[config.mk]
export PLATFORM = sky130hd
export DESIGN_NAME = dmem_arbiter
export DESIGN_NICKNAME = d
export VERILOG_FILES = /design/src/rtl/dmem_arbiter.sv
export SDC_FILE = /design/constraint.sdc
export NUM_CORES = 1
export LEC_CHECK = 0
export BUFFER_PORTS_ARGS = -buffer_cell sky130_fd_sc_hd__buf_2
export CAP_MARGIN = 25
export CORE_AREA = 2 2 163 165
export CTS_CLUSTER_SIZE = 14
export DETAILED_ROUTE_END_ITERATION = 10
export DIE_AREA = 0 0 165 167
export MAX_ROUTING_LAYER = met4
export SETUP_SLACK_MARGIN = 0.3
export SLEW_MARGIN = 20
export SYNTH_ARGS = -nofsm -noshare
export SYNTH_HDL_FRONTEND = slang
export SYNTH_SLANG_ARGS = --single-unit
[constraint.sdc]
create_clock -name clk -period 1.3 [get_ports clk]
set_input_delay 0.13 -clock clk [delete_from_list [all_inputs] [get_ports clk]]
set_output_delay 0.13 -clock clk [all_outputs]
set_load 0.005 [all_outputs]
[src/rtl/dmem_arbiter.sv]
`default_nettype none
// ============================================================================
// Module   : dmem_arbiter
// Purpose  : Shares single-port DMEM between CPU MEM stage and NIC DMA port;
//            CPU has default priority, a starvation counter forces NIC wins.
// Options  : DMEM_ARB_STAT_EN adds a saturating 16-bit conflict counter port.
// Revision : 1.0 - initial release
// ============================================================================
module dmem_arbiter #(
   parameter int ADDR_W       = 8,
   parameter int DATA_W       = 64,
   parameter int NIC_WAIT_MAX = 4
) (
   input  logic              clk,
   input  logic              reset,
   input  logic              cpu_memEn,
   input  logic              cpu_memwrEn,
   input  logic [ADDR_W-1:0] cpu_addr,
   input  logic [DATA_W-1:0] cpu_wdata,
   output logic              cpu_stall,
   output logic [DATA_W-1:0] cpu_rdata,
   output logic              cpu_rvalid,
   input  logic              nic_req,
   input  logic              nic_we,
   input  logic [ADDR_W-1:0] nic_addr,
   input  logic [DATA_W-1:0] nic_wdata,
   output logic              nic_gnt,
   output logic [DATA_W-1:0] nic_rdata,
   output logic              nic_rvalid,
   output logic              dmem_en,
   output logic              dmem_wrEn,
   output logic [ADDR_W-1:0] dmem_addr,
   output logic [DATA_W-1:0] dmem_wdata,
   input  logic [DATA_W-1:0] dmem_rdata
`ifdef DMEM_ARB_STAT_EN
   ,
   output logic [15:0]       conflict_cnt
`endif
);

   typedef enum logic [0:0] {
      CPU_PRI = 1'b0,
      NIC_PRI = 1'b1
   } state_t;

   localparam logic [3:0] c_WAIT_MAX = 4'(NIC_WAIT_MAX);

   state_t     r_state;
   logic [3:0] r_wait;
   logic       r_rd_vld;
   logic       r_rd_nic;

   logic       w_nic_gnt;
   logic       w_cpu_gnt;
   logic [3:0] w_wait_nxt;

   assign w_nic_gnt = nic_req & (~cpu_memEn | (r_state == NIC_PRI));
   assign w_cpu_gnt = cpu_memEn & ~w_nic_gnt;

   assign nic_gnt   = w_nic_gnt;
   assign cpu_stall = cpu_memEn & ~w_cpu_gnt;

   assign dmem_en    = w_cpu_gnt | w_nic_gnt;
   assign dmem_wrEn  = w_nic_gnt ? nic_we    : (w_cpu_gnt & cpu_memwrEn);
   assign dmem_addr  = w_nic_gnt ? nic_addr  : (w_cpu_gnt ? cpu_addr  : '0);
   assign dmem_wdata = w_nic_gnt ? nic_wdata : (w_cpu_gnt ? cpu_wdata : '0);

   // Denied-cycle count saturates so a long starvation never wraps back to 0.
   always_comb begin
      w_wait_nxt = 4'd0;
      if (nic_req && !w_nic_gnt) begin
         w_wait_nxt = (r_wait >= c_WAIT_MAX) ? c_WAIT_MAX : r_wait + 4'd1;
      end
   end

   always_ff @(posedge clk or negedge reset) begin
      if (!reset) begin
         r_state  <= CPU_PRI;
         r_wait   <= 4'd0;
         r_rd_vld <= 1'b0;
         r_rd_nic <= 1'b0;
      end else begin
         r_wait   <= w_wait_nxt;
         r_rd_vld <= (w_cpu_gnt & ~cpu_memwrEn) | (w_nic_gnt & ~nic_we);
         r_rd_nic <= w_nic_gnt;
         case (r_state)
            CPU_PRI: if (w_wait_nxt >= c_WAIT_MAX) r_state <= NIC_PRI;
            NIC_PRI: if (w_nic_gnt) r_state <= CPU_PRI;
            default: r_state <= CPU_PRI;
         endcase
      end
   end

   // The read tag steers the single DMEM return bus to whoever issued the read.
   assign cpu_rvalid = r_rd_vld & ~r_rd_nic;
   assign nic_rvalid = r_rd_vld &  r_rd_nic;
   assign cpu_rdata  = cpu_rvalid ? dmem_rdata : '0;
   assign nic_rdata  = nic_rvalid ? dmem_rdata : '0;

`ifdef DMEM_ARB_STAT_EN
   logic [15:0] r_conflict_cnt;

   always_ff @(posedge clk or negedge reset) begin
      if (!reset) begin
         r_conflict_cnt <= 16'd0;
      end else if (cpu_memEn && nic_req && (r_conflict_cnt != 16'hFFFF)) begin
         r_conflict_cnt <= r_conflict_cnt + 16'd1;
      end
   end

   assign conflict_cnt = r_conflict_cnt;
`endif

endmodule
`default_nettype wire
After elaboration in Yosys (flattened, before gate mapping):

Index checks and enable logic that the tools add are counted.

* register bits: 7
* output and inout bits: 206

* $add $sub $neg: 1
* $lt $le $gt $ge: 2
* muxes and demuxes: 12
* bitwise logic cells: 18
* reductions and logical operators: 2

Operators with widths (count)
* 64-bit two-way mux: 4
* 8-bit two-way mux: 2
* 1-bit bitwise AND: 8
* 4-bit by 3-bit greater-or-equal comparator with 1-bit output, second input constant: 2
* 4-bit two-way mux: 2
* 1-bit inverter: 7
* 4-bit by 1-bit adder with 4-bit output, second input constant: 1
* 1-bit two-way mux: 3
* 1-bit OR: 3
* 1-bit case mux with 2 select lines: 1
* 1-bit logical AND: 1
* 1-bit logical NOT: 1

Longest topological paths before layout:

Gate-level depths: netlist of run 1.

* depth after elaboration: 9
* mapped depth: 5
* depth with buffers taken out: 3

Worst setup path before layout of run 1:

OpenSTA, ideal clock, no wires.

* path kind: reg2out
* start point: reg r_state
* end point: out dmem_wdata[14]
* arrival time: 1090 ps
* data required time: 1170 ps
* path slack: 80 ps
* cell stages (with the launch flop): 5
* path buffers: 2
* cells stage by stage: dfrtp_1 -> nand2b_4 -> buf_4 -> buf_6 -> a32o_1

* cells in the longest elaborated chain, start to end: 6

Ends and longest elaborated chain
* start: declaration: RTL line 48 `state_t r_state;`
* start signal: assignment: RTL line 78 `r_state <= CPU_PRI;`
* start signal: assignment: RTL line 87 `CPU_PRI: if (w_wait_nxt >= c_WAIT_MAX) r_state <= NIC_PRI;`
* start signal: assignment: RTL line 88 `NIC_PRI: if (w_nic_gnt) r_state <= CPU_PRI;`
* 1-bit OR *: RTL line 57 `assign w_nic_gnt = nic_req & (~cpu_memEn | (r_state == NIC_PRI));`
* 1-bit bitwise AND *: RTL line 57
* 1-bit inverter: RTL line 58 `assign w_cpu_gnt = cpu_memEn & ~w_nic_gnt;`
* 1-bit bitwise AND: RTL line 58
* 64-bit two-way mux: RTL line 66 `assign dmem_wdata = w_nic_gnt ? nic_wdata : (w_cpu_gnt ? cpu_wdata : '0);`
* 64-bit two-way mux *: RTL line 66
* end: declaration: RTL line 33 `output logic [DATA_W-1:0] dmem_wdata,`

Every way passes the cells marked *; elsewhere a longest branch is shown, timed or not.

Worst setup path in the final report of run 1:

* start point: reg r_rd_nic
* end point: out cpu_rdata[62]

* cells in the longest elaborated chain, start to end: 3

Ends and longest elaborated chain
* start: declaration: RTL line 51 `logic r_rd_nic;`
* start signal: assignment: RTL line 85 `r_rd_nic <= w_nic_gnt;`
* 1-bit inverter: RTL line 95 `assign cpu_rvalid = r_rd_vld & ~r_rd_nic;`
* 1-bit bitwise AND: RTL line 95
* 64-bit two-way mux: RTL line 97 `assign cpu_rdata = cpu_rvalid ? dmem_rdata : '0;`
* end: declaration: RTL line 21 `output logic [DATA_W-1:0] cpu_rdata,`

No other way between the ends.

==> results of run 1 <==
[through the flow]
stage               cell area, um^2  cells  TNS, ps
floorplan                      3070    329        0
global placement               5450   1075     -308
detailed placement             5450   1075    -1150
CTS                            6570   1110   -47440
global route                   7120   1120   -55260
finish                         7120   1120   -46900
[cells by family (layout without fill, tap and decap cells)]
group	count (synthesis)	count (layout)	share of synthesized area, %
DFF	7	7	7.83
AOI/OAI and AO/OA	76	76	33.9
adders and majority gates	1	1	0.559
and+or+nand+nor	189	190	42.3
other	1	5	0.168
buffers and inverters	55	506	15.3
[state kept, by name, summed over array words and instances, names as in the netlist]
register	count
r_wait	4
r_rd_vld	1
r_rd_nic	1
r_state	1
[power groups by stage]
stage	clock network [mW]	logic, mW	registers [mW]
6_report	0.537	2.77	0.254
5_1_grt	0.571	2.96	0.257
4_1_cts	0.551	2.61	0.253
2_1_floorplan	0	1.17	0.242
3_5_place_dp	0	2.01	0.271
3_3_place_gp	0	2.00	0.270
[cell usage after synthesis (2+ instances only)]
cell	n	area, um^2
and3_1	65	407
buf_8	6	90.1
buf_4	2	15.0
inv_1	3	11.3
buf_6	6	67.6
clkbuf_1	26	97.6
a32o_1	74	741
nand2_1	50	188
nor2_1	51	191
and2_1	16	100
buf_2	11	55.1
dfrtp_1	7	175
[routing by layer]
layer	up-vias	wire length, um
met5	-	0
li1	2156	-
met3	16	1420
met1	2213	8070
met4	0	315
met2	301	10800
[worst register-to-register path: cells and delay by family (launching register included)]
family / cells / cell delay [ps]
flops: 1 / 420
simple gates: 2 / 480
buf+inv: 2 / 280
[how the worst min path moves through the flow]
stage | from | to
after floorplan | reset | r_rd_nic$_DFF_PN0_
after global placement | reset | r_rd_nic$_DFF_PN0_
after detailed placement | reset | r_rd_nic$_DFF_PN0_
after CTS | cpu_memwrEn | r_rd_vld$_DFF_PN0_
after global routing | cpu_memwrEn | r_rd_vld$_DFF_PN0_
final | cpu_memwrEn | r_rd_vld$_DFF_PN0_
[timing repair]
action | in CTS | in global routing
gates cloned | 17 | 2
hold endpoints to repair | 7 | 0
resized for setup | 105 | 88
setup endpoints to repair | 211 | 212
hold buffers | 1 | 0
pin swaps | 31 | 18
buffers inserted | 13 | 4
[layout make-up]
cell class / count / area [um^2]
Sequential cell: 7 / 183
Clock inverter: 1 / 5.00
Fill cell: 2711 / 18600
Inverter: 3 / 11.3
Antenna cell: 4 / 10.0
Clock buffer: 3 / 75.1
Multi-Input combinational cell: 268 / 2620
Timing Repair Buffer: 499 / 3790
Tap cell: 335 / 419
==> impl_metrics.csv, run 1 <==
group,metric,value,unit
floorplanning,fp-row-count,59,
pwr,power_frac_seq,7.1,%
yosys,yosysWarnings,0,
yosys,synthArstFlopShare,100,%
pwr,p_comb_share,77.8,%
yosys,syn_inst,329,
yosys,synth_edf_count,0,
drt,wl_per_cell,18.4,um
sta,fmax,624,MHz
sta,maxSlewViolCount,0,
sta,clock_skew,3.41,ps
drt,drt_iter0_drc,205,
yosys,ys_seq_area_share,7.83,%
yosys,synth_seq_cells,7,
setup_path,crit_start,"r_rd_nic$_DFF_PN0_",
global_routing,grt_busiest_layer,"met2",
pwr,powerDensity,501,mW/mm^2
setup_path,crit_fanout,9,
setup_path,r2r_slack,30,ps
worst_hold_path,hp-class,"in -> reg",
cells_and_area,mostFrequentLayoutCells,"354 x buf_2, 87 x buf_6, 72 x a32o_1, 48 x nor2_4, 41 x and3_4",
pwr,switchingPower,1.36,mW
floorplanning,die_w,165,um
placed_design,port-buffer-count,419,
drt,drt_wl_total,20.6,mm
sta,finalHoldViolCount,0,
cells_and_area,syn_to_final_growth,218,%
global_routing,grt_max_degree,46,
flow_run,maxCapViolations,0,
drt,via_per_inst,4.18,
yosys,syn-num-nets,544,
sta,setup-violations-final,205,
clocking,clkLatencyLatePin,230,ps
floorplanning,core_area,0.0258,mm^2
setup_path,cp_slowest_cell,"dfrtp_4",
clocking,clockRootBuffer,"clkbuf_16",
yosys,synthesis.area,0.00224,mm^2
global_routing,grt_pass1_vias,4334,
drt,firstDrtPassIters,4,
yosys,synthFlopType,"dfrtp_1",
outcome,violations,"setup timing",
floorplanning,start_util,8.69,%
clocking,clock-sinks,7,
setup_path,slowest_delay,500,ps
global_routing,antenna_found_initial,7,
cells_and_area,drive_gt1_share,85.3,%
setup_path,cp_num_buf_inv,2,
setup_path,critPathTopFamily,"flip-flops",
global_routing,grt_pass1_wl,27.3,mm
worst_hold_path,hold_path_depth,3,
cells_and_area,layout_commonest_cell,"buf_2",
sta,post-route-worst-setup-slack,-303,ps
yosys,synth_cell_type_count,24,
pwr,p_int,2.21,mW
cells_and_area,final_nets,997,
sta,hold_ws,274,ps
setup_path,crit_arrival,1470,ps
setup_path,rr_worst_depth,4,
clocking,clock_path_buffers,2,
clocking,cts.clk_slew.worst_paths,40,ps
sta,fin_crit_sh,123,%
setup_path,crit_path_end,"cpu_rdata[62]",
floorplanning,die_h,167,um
placed_design,dpl.hpwl,15.9,mm
sta,rsz0062_at_grt,"true",
setup_path,crit_path_start_kind,"flip-flop",
pwr,p_total,3.57,mW
setup_path,end_kind,"primary output",
pwr,irDropWorstVdd,395,uV
pwr,swShare,38.1,%
placed_design,post-place-ws,-57.6,ps
setup_path,critPathKind,"reg -> out",
pwr,p_clk_share,15.0,%
cells_and_area,final_util,27.6,%
drt,drc,0,
drt,vias,4686,
global_routing,grt.met1_usage,15.3,%
setup_path,reg2reg_from,"r_state$_DFF_PN0_",
global_routing,grtUsageTotal,13.7,%
clocking,htree_levels,1,
setup_path,worstReg2RegEnd,"r_wait[1]$_DFF_PN0_",
setup_path,crit_cells,4,
placed_design,place_congestion,0.857,
setup_path,crit_chain,"buf_12 -> and2b_4 -> and2_4 -> buf_6",
clocking,cts_buffers,3,
clocking,cts_tree,"done",
floorplanning,io-pin-count,420,
global_routing,grt_overflow_total,0,
yosys,syn_avg_cell_area,6.80,um^2
floorplanning,fp.dieArea,0.0276,mm^2
outcome,status,"finished with violations",
setup_path,critPathRequiredTime,1170,ps
drt,ant_nets,0,
global_routing,grtUsageMet3,2.24,%
global_routing,grt_use_met2,25.2,%
sta,min_period,1600,ps
pwr,p_leak,3.69,nW
Note: power is estimated with default switching activity, not from simulation.
==> run 2: changes to the inputs <==
Settings changed: CORE_AREA 2 2 163 165 to 5 5 162 164, DIE_AREA 0 0 165 167 to 0 0 167 169, SETUP_SLACK_MARGIN 0.3 to not set.
==> run 2 against run 1 <==
The flow still finishes with violations (setup timing). Global-route usage is 2.0 points lower. Via count grew 2.5%. Sequential share of layout area down 0.091 points. Utilization grew 1.6 points. Critical path depth unchanged. Setup slack got worse by 68 ps. Combinational power up 3%. First-iteration DRC count rose by 53%. Critical path type unchanged.
==> impl_metrics.csv, run 2 (synthesis gave the netlist of run 1 again) <==
group,metric,value,unit
sta,maxSlewViolCount,0,
placed_design,post-place-ws,-172,ps
cells_and_area,syn_to_final_growth,223,%
sta,rsz0062_at_grt,"true",
clocking,clkLatencyLatePin,230,ps
global_routing,grt_overflow_total,0,
drt,wl_per_cell,20.5,um
sta,min_period,1670,ps
cells_and_area,final_nets,986,
setup_path,crit_chain,"nand2b_4 -> buf_16 -> a32o_2 -> buf_6",
placed_design,place_congestion,1.00,
pwr,powerDensity,500,mW/mm^2
setup_path,reg2reg_from,"r_state$_DFF_PN0_",
clocking,clockRootBuffer,"clkbuf_16",
drt,vias,4804,
outcome,violations,"setup timing",
clocking,clock-sinks,7,
setup_path,crit_arrival,1540,ps
cells_and_area,drive_gt1_share,86.6,%
pwr,irDropWorstVdd,330,uV
setup_path,end_kind,"primary output",
cells_and_area,diodes,0,
worst_hold_path,hp-class,"in -> reg",
setup_path,crit_fanout,28,
pwr,p_int,2.24,mW
sta,clock_skew,0.720,ps
clocking,cts_tree,"done",
placed_design,port-buffer-count,419,
pwr,p_total,3.62,mW
placed_design,post-place-cells,1046,
drt,drc,0,
drt,drt_wl_total,22.5,mm
sta,fmax,598,MHz
sta,fin_crit_sh,129,%
clocking,htree_levels,1,
pwr,p_comb_share,78.6,%
floorplanning,fp-row-count,58,
sta,hold_ws,222,ps
setup_path,rr_worst_depth,5,
floorplanning,die_h,169,um
sta,finalHoldViolCount,0,
setup_path,r2r_slack,0,ps
worst_hold_path,hold_path_depth,3,
cells_and_area,layout_commonest_cell,"buf_2",
cells_and_area,mostFrequentLayoutCells,"326 x buf_2, 110 x buf_6, 69 x a32o_1, 64 x and3_4, 40 x nor2_4",
setup_path,critPathKind,"reg -> out",
global_routing,grt_pass1_vias,4286,
setup_path,slowest_delay,430,ps
cells_and_area,largest_reg_flops,4,
sta,tns,-47670,ps
sta,post-route-worst-setup-slack,-371,ps
drt,firstDrtPassIters,6,
clocking,clock_path_buffers,2,
floorplanning,core_area,0.0247,mm^2
cells_and_area,final_cells,1100,
setup_path,critPathRequiredTime,1170,ps
cells_and_area,fill_cells,2544,
floorplanning,start_util,9.05,%
drt,drt_iter0_drc,314,
drt,via_per_inst,4.37,
flow_run,maxCapViolations,0,
pwr,switchingPower,1.38,mW
pwr,p_clk_share,14.4,%
pwr,power_frac_seq,7.0,%
pwr,p_leak,3.56,nW
sta,setup-violations-final,205,
clocking,cts.clk_slew.worst_paths,40,ps
global_routing,grt_pass1_wl,25.5,mm
cells_and_area,top_register,"r_wait",
placed_design,dpl.hpwl,14.7,mm
global_routing,antenna_found_initial,0,
setup_path,crit_path_start_kind,"flip-flop",
worst_hold_path,worstHoldEndpoint,"r_rd_vld$_DFF_PN0_",
floorplanning,io-pin-count,420,
floorplanning,fp.dieArea,0.0282,mm^2
global_routing,grt_max_degree,56,
drt,ant_nets,0,
clocking,cts_buffers,3,
pwr,swShare,38.1,%
worst_hold_path,min-delay-start,"cpu_memwrEn",
global_routing,grtUsageTotal,11.7,%
setup_path,cp_slowest_cell,"dfrtp_2",
setup_path,worstReg2RegEnd,"r_rd_vld$_DFF_PN0_",
outcome,status,"finished with violations",
floorplanning,die_w,167,um
==> run 2: changes by cell type in the layout (fill, tap and decap cells not counted), sizes merged <==
cell and change:
bufbuf -3, buf -21, diode -4, and2b -1, clkinv -1, clkbuf +15
==> run 2: cell type report <==
cell class                      instances  area (um^2)  area share, %
Tap cell                              330          413           5.71
Inverter                                3         11.3          0.156
Sequential cell                         7          179           2.48
Clock buffer                            4         78.8           1.09
Multi-Input combinational cell        267         2580           35.7
Timing Repair Buffer                  489         3960           54.9
==> run 2: how the worst max path moves through the flow <==
stage                       from              to  cells after the start
2_1_floorplan  r_state$_DFF_PN0_  dmem_wdata[14]                      4
3_3_place_gp   r_state$_DFF_PN0_  dmem_wdata[54]                      4
3_5_place_dp   r_state$_DFF_PN0_  dmem_wdata[54]                      4
4_1_cts        r_state$_DFF_PN0_  dmem_wdata[54]                      4
5_1_grt        r_state$_DFF_PN0_   dmem_wdata[5]                      4
6_report       r_state$_DFF_PN0_  dmem_wdata[54]                      4
==> run 2: worst max-delay path, delay by kind of cell, from the launching register on <==
kind            cells  cell delay [ps]
compound gates      1              340
buf+inv             2              310
flops               1              430
simple gates        1              200
==> run 2: through the flow <==
step	utilization, %	instance area (um^2)
final	29.2	7230
after global routing	29.2	7230
after CTS	21.6	5340
after detailed placement	18.8	4650
after global placement	18.8	4650
after floorplan	-	2240
==> run 2: power groups by stage <==
stage,registers (mW),logic (mW),clock network [mW]
final,0.252,2.84,0.521
after global placement,0.248,1.64,0
after detailed placement,0.249,1.65,0
after global routing,0.253,3.01,0.549
after floorplan,0.242,0.780,0
after CTS,0.252,2.01,0.537
==> run 2: timing repair <==
item                                    4_1_cts  5_1_grt
endpoints found under the setup margin      204      205
setup buffers                                12       15
hold endpoints to repair                      7        0
hold buffers                                  1        0
resized for setup                            57      334
cloned                                       10       19
pin swaps                                    17      117
==> run 2: metal layers <==
| layer | share of wire, % | vias to the layer above | wire [um] | global-route usage [%] |
|---|---|---|---|---|
| met4 | 1.6 | 0 | 351 | 1.32 |
| met1 | 39 | 2286 | 8800 | 14.0 |
| li1 | - | 2141 | - | - |
| met3 | 6.8 | 25 | 1540 | 1.77 |
| met2 | 53 | 352 | 11800 | 21.3 |
| met5 | 0 | - | 0 | - |
==> run 3: changes to the inputs <==
Clock period 1.3 ns to 1.6 ns, I/O delays scaled along.
==> run 3 against run 2 <==
The flow still finishes with violations (setup timing). Worst hold slack better by 94 ps. Non-clock buffer count decreased by 41. Sequential share of layout area rose by 1.2 points. Largest cell class unchanged. Critical path depth unchanged.
==> impl_metrics.csv, run 3 (synthesis gave the netlist of run 1 again) <==
group,metric,value,unit
outcome,status,"finished with violations",
outcome,violations,"setup timing",
pwr,p_leak,3.08,nW
setup_path,crit_path_end,"dmem_wdata[54]",
pwr,p_total,2.07,mW
flow_run,maxCapViolations,0,
clocking,cts_buffers,3,
setup_path,cp_slowest_cell,"dfrtp_2",
cells_and_area,final_nets,945,
clocking,clock-sinks,7,
cells_and_area,syn_to_final_growth,119,%
clocking,clockRootBuffer,"clkbuf_16",
setup_path,crit_path_start_kind,"flip-flop",
placed_design,port-buffer-count,419,
floorplanning,fp.dieArea,0.0282,mm^2
clocking,cts_tree,"done",
clocking,clkLatencyLatePin,230,ps
drt,vias,4350,
floorplanning,die_w,167,um
drt,via_per_inst,4.11,
floorplanning,fp-row-count,58,
sta,finalHoldViolCount,0,
pwr,irDropWorstVdd,299,uV
drt,drc,0,
global_routing,grtUsageTotal,11.2,%
sta,min_period,1680,ps
clocking,clock_path_buffers,2,
setup_path,crit_cells,4,
sta,setup-violations-final,66,
setup_path,critPathTopFamily,"flip-flops",
placed_design,dpl.hpwl,15.0,mm
sta,tns,-2400,ps
setup_path,crit_arrival,1520,ps
sta,clock_skew,5.44,ps
sta,hold_ws,317,ps
setup_path,end_kind,"primary output",
sta,fmax,597,MHz
setup_path,slowest_delay,430,ps
global_routing,grt_pass1_vias,4174,
placed_design,place_congestion,1.00,
sta,post-route-worst-setup-slack,-75.6,ps
setup_path,critPathRequiredTime,1440,ps
sta,rsz0062_at_grt,"true",
setup_path,crit_fanout,56,
cells_and_area,mostFrequentLayoutCells,"419 x buf_2, 69 x a32o_1, 65 x and3_1, 51 x nor2_1, 50 x nand2_1",
global_routing,grt_max_degree,57,
floorplanning,die_h,169,um
global_routing,grt_pass1_wl,24.3,mm
clocking,htree_levels,1,
setup_path,critPathKind,"reg -> out",
floorplanning,start_util,9.05,%
cells_and_area,fin_area,0.00490,mm^2
setup_path,crit_start,"r_state$_DFF_PN0_",
setup_path,worstReg2RegEnd,"r_rd_vld$_DFF_PN0_",
global_routing,grt_overflow_total,0,
floorplanning,io-pin-count,420,
drt,ant_nets,0,
cells_and_area,final_util,19.8,%
setup_path,reg2reg_from,"r_state$_DFF_PN0_",
cells_and_area,top_register,"r_wait",
clocking,cts.clk_slew.worst_paths,40,ps
drt,firstDrtPassIters,4,
floorplanning,core_area,0.0247,mm^2
cells_and_area,drive_gt1_share,63.6,%
placed_design,postPlaceCellArea,0.00458,mm^2
global_routing,antenna_found_initial,0,
setup_path,cp_num_buf_inv,2,
sta,maxSlewViolCount,0,
setup_path,rr_worst_depth,4,
setup_path,crit_chain,"nand2b_4 -> buf_12 -> a32o_2 -> buf_2",
setup_path,r2r_slack,280,ps
worst_hold_path,hp-class,"in -> async",
drt,drt_wl_total,18.6,mm
sta,fin_crit_sh,105,%
drt,drt_iter0_drc,254,
cells_and_area,diodes,0,
pwr,powerDensity,422,mW/mm^2
cells_and_area,largest_reg_flops,4,
drt,wl_per_cell,17.5,um
cells_and_area,layout_commonest_cell,"buf_2",
[run 3: area by class of cell]
class | count | area, um^2
Fill cell | 2810 | 19800
Inverter | 3 | 11.3
Timing Repair Buffer | 448 | 2470
Clock inverter | 1 | 5.00
Tap cell | 330 | 413
Sequential cell | 7 | 181
Clock buffer | 3 | 75.1
Multi-Input combinational cell | 267 | 1740
[run 3: worst min-delay path by stage]
| stage | start | to | slack, ps | depth (start not counted) |
|---|---|---|---|---|
| global placement | reset | r_rd_nic$_DFF_PN0_ | 10 | 1 |
| floorplan | reset | r_rd_nic$_DFF_PN0_ | -140 | 0 |
| global route | reset | r_wait[0]$_DFF_PN0_ | 350 | 2 |
| CTS | reset | r_wait[3]$_DFF_PN0_ | 340 | 2 |
| finish | reset | r_wait[0]$_DFF_PN0_ | 320 | 2 |
| detailed placement | reset | r_rd_nic$_DFF_PN0_ | 10 | 1 |
[run 3: per-stage QoR]
step,std cells,setup slack [ps]
3_5_place_dp,1041,56.0
6_report,1059,-75.6
3_3_place_gp,1041,87.3
4_1_cts,1050,-67.7
5_1_grt,1059,-111
2_1_floorplan,329,350
[run 3: report_power, final]
| group | switching (mW) | internal (mW) |
|---|---|---|
| clock network | 0.0982 | 0.328 |
| registers | 0.0239 | 0.191 |
| logic | 0.698 | 0.729 |
| total | 0.820 | 1.25 |
[run 3: worst reg2reg max path: stages, from the launching register on]
cell	delay, ps
dfrtp_2	430
a21boi_4	230
buf_12	190
buf_8	160
a32o_1	210
[run 3: timing repair]
item,CTS,global route
setup endpoints to repair,142,105
pin swaps,2,2
buffers inserted,3,2
endpoints found under the hold margin,7,0
hold buffers,1,0
resized for setup,6,9
gates cloned,1,7
[run 3: layer usage]
layer / global-route usage (%) / vias up / wire length (um)
li1: - / 2032 / -
met4: 1.39 / 0 / 264
met5: - / - / 0
met2: 20.2 / 311 / 9550
met1: 13.0 / 1992 / 7050
met3: 2.57 / 15 / 1680
